==> src/rtl/sos_scheduler.sv <==
// Sequencer that time-multiplexes one shared biquad (SOS) engine across SECTIONS
// cascaded stages, returning one rounded and saturated word per accepted sample.
module sos_scheduler #(
  parameter int WORD_SIZE  = 16,
  parameter int ACCUM_SIZE = 32,
  parameter int SECTIONS   = 4,
  parameter int SEC_BITS   = 4,
  parameter int OVR_BITS   = 8
) (
  input  logic                  inClock,
  input  logic                  reset,
  input  logic [WORD_SIZE-1:0]  inData,
  input  logic                  inValid,
  output logic                  inReady,
  output logic [WORD_SIZE-1:0]  outData,
  output logic                  outValid,
  output logic                  engStart,
  output logic                  engClear,
  output logic [SEC_BITS-1:0]   engSection,
  output logic [ACCUM_SIZE-1:0] engIn,
  input  logic [ACCUM_SIZE-1:0] engOut,
  input  logic                  engDone,
  output logic [OVR_BITS-1:0]   overrunCount
);

  localparam int FRAC_BITS = ACCUM_SIZE - WORD_SIZE;
  localparam logic [SEC_BITS-1:0] LAST_SEC = SEC_BITS'(SECTIONS - 1);
  localparam logic [SEC_BITS-1:0] SEC_ONE  = {{(SEC_BITS-1){1'b0}}, 1'b1};
  localparam logic [OVR_BITS-1:0] OVR_ONE  = {{(OVR_BITS-1){1'b0}}, 1'b1};
  localparam logic [OVR_BITS-1:0] OVR_MAX  = {OVR_BITS{1'b1}};
  localparam logic signed [ACCUM_SIZE:0] RND_HALF =
    {{ACCUM_SIZE{1'b0}}, 1'b1} << (FRAC_BITS - 1);
  localparam logic signed [ACCUM_SIZE:0] SAT_MAX =
    {{(FRAC_BITS+2){1'b0}}, {(WORD_SIZE-1){1'b1}}};
  localparam logic signed [ACCUM_SIZE:0] SAT_MIN = ~SAT_MAX;

  typedef enum logic [2:0] {
    ST_INIT  = 3'd0,
    ST_IDLE  = 3'd1,
    ST_ISSUE = 3'd2,
    ST_WAIT  = 3'd3,
    ST_EMIT  = 3'd4
  } state_t;

  state_t                  state_r;
  logic [SEC_BITS-1:0]     k_r;
  logic [SEC_BITS-1:0]     sec_r;
  logic [ACCUM_SIZE-1:0]   work_r;
  logic [WORD_SIZE-1:0]    out_data_r;
  logic                    out_valid_r;
  logic                    ready_r;
  logic                    start_r;
  logic                    clear_r;
  logic [OVR_BITS-1:0]     overrun_r;

  // The sum is one bit wider than the accumulator so the rounding offset cannot wrap.
  function automatic logic [WORD_SIZE-1:0] sat_round(input logic [ACCUM_SIZE-1:0] a);
    logic signed [ACCUM_SIZE:0] sum;
    logic signed [ACCUM_SIZE:0] shr;
    sum = $signed({a[ACCUM_SIZE-1], a}) + RND_HALF;
    shr = sum >>> FRAC_BITS;
    if (shr > SAT_MAX) begin
      sat_round = {1'b0, {(WORD_SIZE-1){1'b1}}};
    end else if (shr < SAT_MIN) begin
      sat_round = {1'b1, {(WORD_SIZE-1){1'b0}}};
    end else begin
      sat_round = shr[WORD_SIZE-1:0];
    end
  endfunction

  // Sequencer: clears every section, then walks each sample through the cascade.
  always_ff @(posedge inClock or posedge reset) begin
    if (reset) begin
      state_r     <= ST_INIT;
      k_r         <= '0;
      sec_r       <= '0;
      work_r      <= '0;
      out_data_r  <= '0;
      out_valid_r <= 1'b0;
      ready_r     <= 1'b0;
      start_r     <= 1'b0;
      clear_r     <= 1'b0;
    end else begin
      start_r     <= 1'b0;
      clear_r     <= 1'b0;
      out_valid_r <= 1'b0;
      case (state_r)
        ST_INIT: begin
          clear_r <= 1'b1;
          sec_r   <= k_r;
          if (k_r == LAST_SEC) begin
            k_r     <= '0;
            state_r <= ST_IDLE;
          end else begin
            k_r <= k_r + SEC_ONE;
          end
        end
        ST_IDLE: begin
          // The first IDLE cycle after INIT still shows inReady low; acceptance follows the registered flag.
          if (inValid && ready_r) begin
            work_r  <= {inData, {FRAC_BITS{1'b0}}};
            k_r     <= '0;
            sec_r   <= '0;
            start_r <= 1'b1;
            ready_r <= 1'b0;
            state_r <= ST_ISSUE;
          end else begin
            ready_r <= 1'b1;
          end
        end
        ST_ISSUE: begin
          state_r <= ST_WAIT;
        end
        ST_WAIT: begin
          if (engDone) begin
            work_r <= engOut;
            if (k_r == LAST_SEC) begin
              out_data_r  <= sat_round(engOut);
              out_valid_r <= 1'b1;
              state_r     <= ST_EMIT;
            end else begin
              k_r     <= k_r + SEC_ONE;
              sec_r   <= k_r + SEC_ONE;
              start_r <= 1'b1;
              state_r <= ST_ISSUE;
            end
          end else begin
            state_r <= ST_WAIT;
          end
        end
        ST_EMIT: begin
          ready_r <= 1'b1;
          state_r <= ST_IDLE;
        end
        default: begin
          k_r     <= '0;
          ready_r <= 1'b0;
          state_r <= ST_INIT;
        end
      endcase
    end
  end

  // Saturating count of samples offered while the block was busy.
  always_ff @(posedge inClock or posedge reset) begin
    if (reset) begin
      overrun_r <= '0;
    end else if (inValid && !ready_r && (overrun_r != OVR_MAX)) begin
      overrun_r <= overrun_r + OVR_ONE;
    end else begin
      overrun_r <= overrun_r;
    end
  end

  assign inReady      = ready_r;
  assign outData      = out_data_r;
  assign outValid     = out_valid_r;
  assign engStart     = start_r;
  assign engClear     = clear_r;
  assign engSection   = sec_r;
  assign engIn        = work_r;
  assign overrunCount = overrun_r;

endmodule

==> config.mk <==
export PLATFORM = sky130hd
export DESIGN_NAME = sos_scheduler
export DESIGN_NICKNAME = d
export VERILOG_FILES = /design/src/rtl/sos_scheduler.sv
export SDC_FILE = /design/constraint.sdc
export NUM_CORES = 1
export LEC_CHECK = 0
export CAP_MARGIN = 20
export CORE_ASPECT_RATIO = 0.75
export CORE_MARGIN = 2
export CORE_UTILIZATION = 47
export DETAILED_ROUTE_END_ITERATION = 16
export PLACE_DENSITY = 0.81
export RECOVER_POWER = 100
export SLEW_MARGIN = 20
export SYNTH_ARGS = -nofsm -noshare
export SYNTH_HDL_FRONTEND = slang
export SYNTH_SLANG_ARGS = --single-unit
==> constraint.sdc <==
create_clock -name inClock -period 2.9 [get_ports inClock]
set_input_delay 0.435 -clock inClock [delete_from_list [all_inputs] [get_ports inClock]]
set_output_delay 0.435 -clock inClock [all_outputs]
set_load 0.05 [all_outputs]
* Yosys cells after proc, flatten, opt, wreduce, memory -nomap -nowiden *
Index checks and enable logic that the tools add are counted.

cells by class
  equality and inequality tests = 10
  reductions and logical operators = 14
  shifts and indexed selects = 0
  $mul = 0
  $lt $le $gt $ge = 2
  add/subtract/negate cells = 3
  div/mod/pow operators = 0
  muxes and demuxes = 26
  bitwise gates (word level) = 1

operators with widths
  cell                                                                               count
  32-bit 2-to-1 mux                                                                  2
  32-bit case mux with 2 select lines                                                1
  32-bit by 17-bit adder with 33-bit output, second input constant                   1
  16-bit 2-to-1 mux                                                                  2
  17-bit by 16-bit greater-than comparator with 1-bit output, second input constant  1
  17-bit by 16-bit less-than comparator with 1-bit output, second input constant     1
  4-bit 2-to-1 mux                                                                   4
  4-bit case mux with 4 select lines                                                 1
  3-bit case mux with 5 select lines                                                 1
  3-bit 2-to-1 mux                                                                   4
  4-bit case mux with 3 select lines                                                 1
  8-bit by 1-bit adder with 8-bit output, second input constant                      1
  1-bit 2-to-1 mux                                                                   8
  2-bit inequality test, second input constant                                       4
  8-bit inequality test, second input constant                                       1
  4-bit AND reduction                                                                2
  3-bit by 2-bit == test with 1-bit output, second input constant                    2
  3-bit AND reduction                                                                2
  4-bit by 1-bit adder with 4-bit output, second input constant                      1
  4-bit by 2-bit == test with 1-bit output, second input constant                    1
  3-bit by 1-bit == test with 1-bit output, second input constant                    1
  3-bit == test, second input constant                                               1
  1-bit logical AND                                                                  3
  3-bit zero test                                                                    1
  9 further kinds                                                                    9

word-level totals
  RAM bits = 0
  memories kept = 0
  output and inout bits = 64
  input bits = 52
  latch bits = 0
  flip-flop bits (word level) = 71
  memory bits (read-only) = 0

* Logic depth before layout (Yosys ltp) *
  depth after elaboration = 4
  mapped depth = 8
  mapped depth without buffers = 6

* Worst setup path after synthesis *
No wires, ideal clock.

  path type = register -> register
  start = register k_r[0]
  end = register out_data_r[10], in the netlist outData[10]
  required time = 2.774 ns
  data arrival time = 1.904 ns
  stages on the path, launching flop included = 8
  library setup time = 0.126 ns
  setup slack = 0.870 ns
  buffers on the path = 2
  cells stage by stage = dfrtp_1 ha_1 or3b_1 buf_2 or3_4 buf_6 o31ai_4 a21oi_2

between the ends
  word-level cells in the longest chain between the ends = 2

ends and longest elaborated chain
  item                                      line  RTL
  from (decl)                               46    logic [SEC_BITS-1:0] k_r;
  from (signal assigned)                    95    k_r <= k_r + SEC_ONE;
  from (signal assigned)                    122   k_r <= k_r + SEC_ONE;
  4-bit by 2-bit == test with 1-bit output  117   if (k_r == LAST_SEC) begin
  3-bit AND reduction (no line)             n/a
  to (signal assigned)                      118   out_data_r <= sat_round(engOut);
  to (decl)                                 49    logic [WORD_SIZE-1:0] out_data_r;

Every way passes these cells.
A chain may end at the register's enable or synchronous reset.

* Worst setup path in the final report *
  start = register k_r[0]
  end = register out_data_r[6], in the netlist outData[6]

Same word-level chain as after synthesis.

==> out/results.ini <==
[setup_path]
cp.arrival_ns=2.80
slowest_stage=or3_1
path_delay_family=simple AND/OR/NAND/NOR gates
cp.buffers_inverters=1
required_ns=3.16
end_kind=register
startpoint_type=register
worstSetupPathType=register to register
path_cells=ha_1 > or3b_1 > or3_1 > clkinv_2 > o21ai_1 > o21ai_0
slowest_delay_ns=0.62
cp_max_fo=14

[synthesis]
synth.distinct_cells=56
yosysSeqAreaShare_pct=49.0
dominantRegCellSynth=dfrtp_1
ys_async_sr_fraction_pct=100
yosys-top-cells-area=dfrtp_1 49%, nand2_1 8.7%, a31oi_1 3.6%, nand3_1 3.6%, nor2_1 3.2%
synthesis.nets=453
yosysTopAreaCellShare_pct=49.0
ys.warnings.count=0
yosys.area.top_type=dfrtp_1
syn_inst=398
synth_seq_cells=71
syn_area_mm2=0.00363
synth_area_per_cell_um2=9.12
synth_edf_count=0

[cts]
clk_pin_slew_ns=0.08
clk_path_buf_depth=2
cts-resized-gates=0
clock_sinks=71
cts_post_setup_buffers_inserted=0
clockRootBuffer=clkbuf_8
hold_buffers=0
cts_max_level=3
cts_tree=done
cts_made_buffers=9
clk_latency_ns=0.35

[sta]
finalHoldViolations=0
worst_slew_pin_slew_ns=0.972
clock_skew_ns=0.00678
clock.fmax_ghz=0.394
grt_setup_unrepaired=false
drv_slew=0
setup_viol=0
setup_ws_ns=0.359
fin_crit_sh_pct=87.6
setup_tns_ns=0
relSlewSlack_pct=35.2
finalCriticalPeriod_ns=2.54

[pwr]
pwr-share-comb_pct=57.1
clkPwrFrac_pct=13.5
p_per_area_mw_per_mm2=1180
intPower_mw=2.85
power.leakage_nw=2.23
vdd_ir_drop_max_mv=0.698
switching_power_mw=3.04
p_seq_share_pct=29.3
swShare_pct=51.6
p_total_mw=5.89

[route]
drc=0
wl_per_cell_um=16.2
final_antenna_net_count=0
wirelength_um=9890
first_pass_iters=4
viasPerCell=5.54
drt_iter0_markers=212
vias=3384

[status]
status=finished clean

[finish]
diodes=0
syn_to_final_growth_pct=38.1
drive_gt1_share_pct=7.25
layout.nets=560

[floorplanning]
die_area_mm2=0.00845
core_mm2=0.00740
dieHeight_um=80.1
num_rows=27
die_x_um=105
pin_count=116
start_util_pct=49.0

[min_path]
hold_path.class=register to register

[global_route]
antenna_found_initial=0
first_global_vias=3235
grt_max_degree=49
grt_overflow_total=0
grt_usage_pct=24.0
grt_pass1_wl_um=15600

[placed_design]
hpwlAfterDp_um=7340
post-place-ws_ns=0.340
port_buffers=115
gp_congestion=0.891

[run]
cap_violations=0

## layout make-up
| class | instances | area (um^2) |
|---|---|---|
| Fill cell | 615 | 2390 |
| Multi-Input combinational cell | 293 | 1690 |
| Timing Repair Buffer | 120 | 1180 |
| Inverter | 10 | 38.8 |
| Clock inverter | 7 | 73.8 |
| Tap cell | 101 | 126 |
| Sequential cell | 71 | 1780 |
| Clock buffer | 9 | 124 |
## Yosys cell counts (all sizes together), types with 6 or more instances
| library cell | count |
|---|---|
| a21oi | 13 |
| a31oi | 21 |
| buf | 9 |
| clkbuf | 15 |
| dfrtp | 71 |
| inv | 9 |
| mux2 | 7 |
| nand2 | 84 |
| nand2b | 6 |
| nand3 | 26 |
| nand4 | 7 |
| nor2 | 31 |
| nor3 | 6 |
| nor4 | 6 |
| o21ai | 12 |
| xnor2 | 7 |
| xor2 | 8 |
## cell usage in the layout (no fill, tap or decap), drive strengths merged, types with 4 or more instances in the layout
cell type      count
nor4               6
nor2b              4
clkinv             6
mux2               7
a22o               4
or3                5
nand4              7
xnor2              7
nor3               6
nor2              31
inv                9
clkdlybuf4s50     49
and2               4
a31oi             21
o31ai              5
nand2b             6
dlygate4sd3       66
clkbuf            11
nand2             84
nand3             26
a21oi             13
xor2               8
dfrtp             71
o21ai             12
## cells by family after synthesis
family,after synthesis,share of synthesized area (%)
adders and majority gates,3,1.03
muxes,10,3.00
DFF,71,49.0
and+or+nand+nor,190,24.9
AOI/OAI and AO/OA,75,14.1
buffers and inverters,34,4.38
xor gates and xnor gates,15,3.62
## path summary, 6_finish.rpt
check,from,end,slack (ns),cells after the start
min,engIn[13],engIn[13],0.46,2
min reg2reg,engIn[13],engIn[13],0.46,2
max in group asynchronous,reset,engIn[23],1.08,3
max,k_r[0],outData[6],0.36,6
min in group asynchronous,reset,overrunCount[4],0.64,2
max reg2reg,k_r[0],outData[6],0.36,6
## state kept, by name, summed over array words and instances (netlist names)
signal,cells
state_r,3
engSection,4
engStart,1
overrunCount,8
inReady,1
engIn,32
k_r,4
engClear,1
outData,16
outValid,1
## per-stage QoR
stage	hold WS [ns]	cell area (um^2)	util, %	cells
detailed placement	0.455	4820	65.2	595
CTS	0.411	5020	67.9	611
finish	0.464	5010	67.7	611
floorplan	0.528	3630	-	398
global placement	0.450	4820	65.2	595
global route	0.490	5010	67.7	611
## per-layer routing
layer,share of wire (%),GRT usage [%],vias up
met5,0,0,-
li1,-,-,1606
met4,2.0,9.60,0
met2,47,38.2,145
met3,7.6,7.22,20
met1,44,30.8,1613
## worst min-delay path, delay by kind of cell, from the launching register on
kind             cells  cell delay [ns]
AND/OR/NAND/NOR      2             0.10
flip-flops           1             0.34
## power by group through the flow
stage,clock network (mW),registers (mW),logic [mW]
after global routing,0.845,1.79,3.60
after global placement,0,1.74,3.45
after CTS,0.807,1.74,3.53
after floorplan,0,3.02,1.09
final,0.797,1.73,3.37
after detailed placement,0,1.76,3.52
Note: power is estimated with default switching activity, not from simulation.
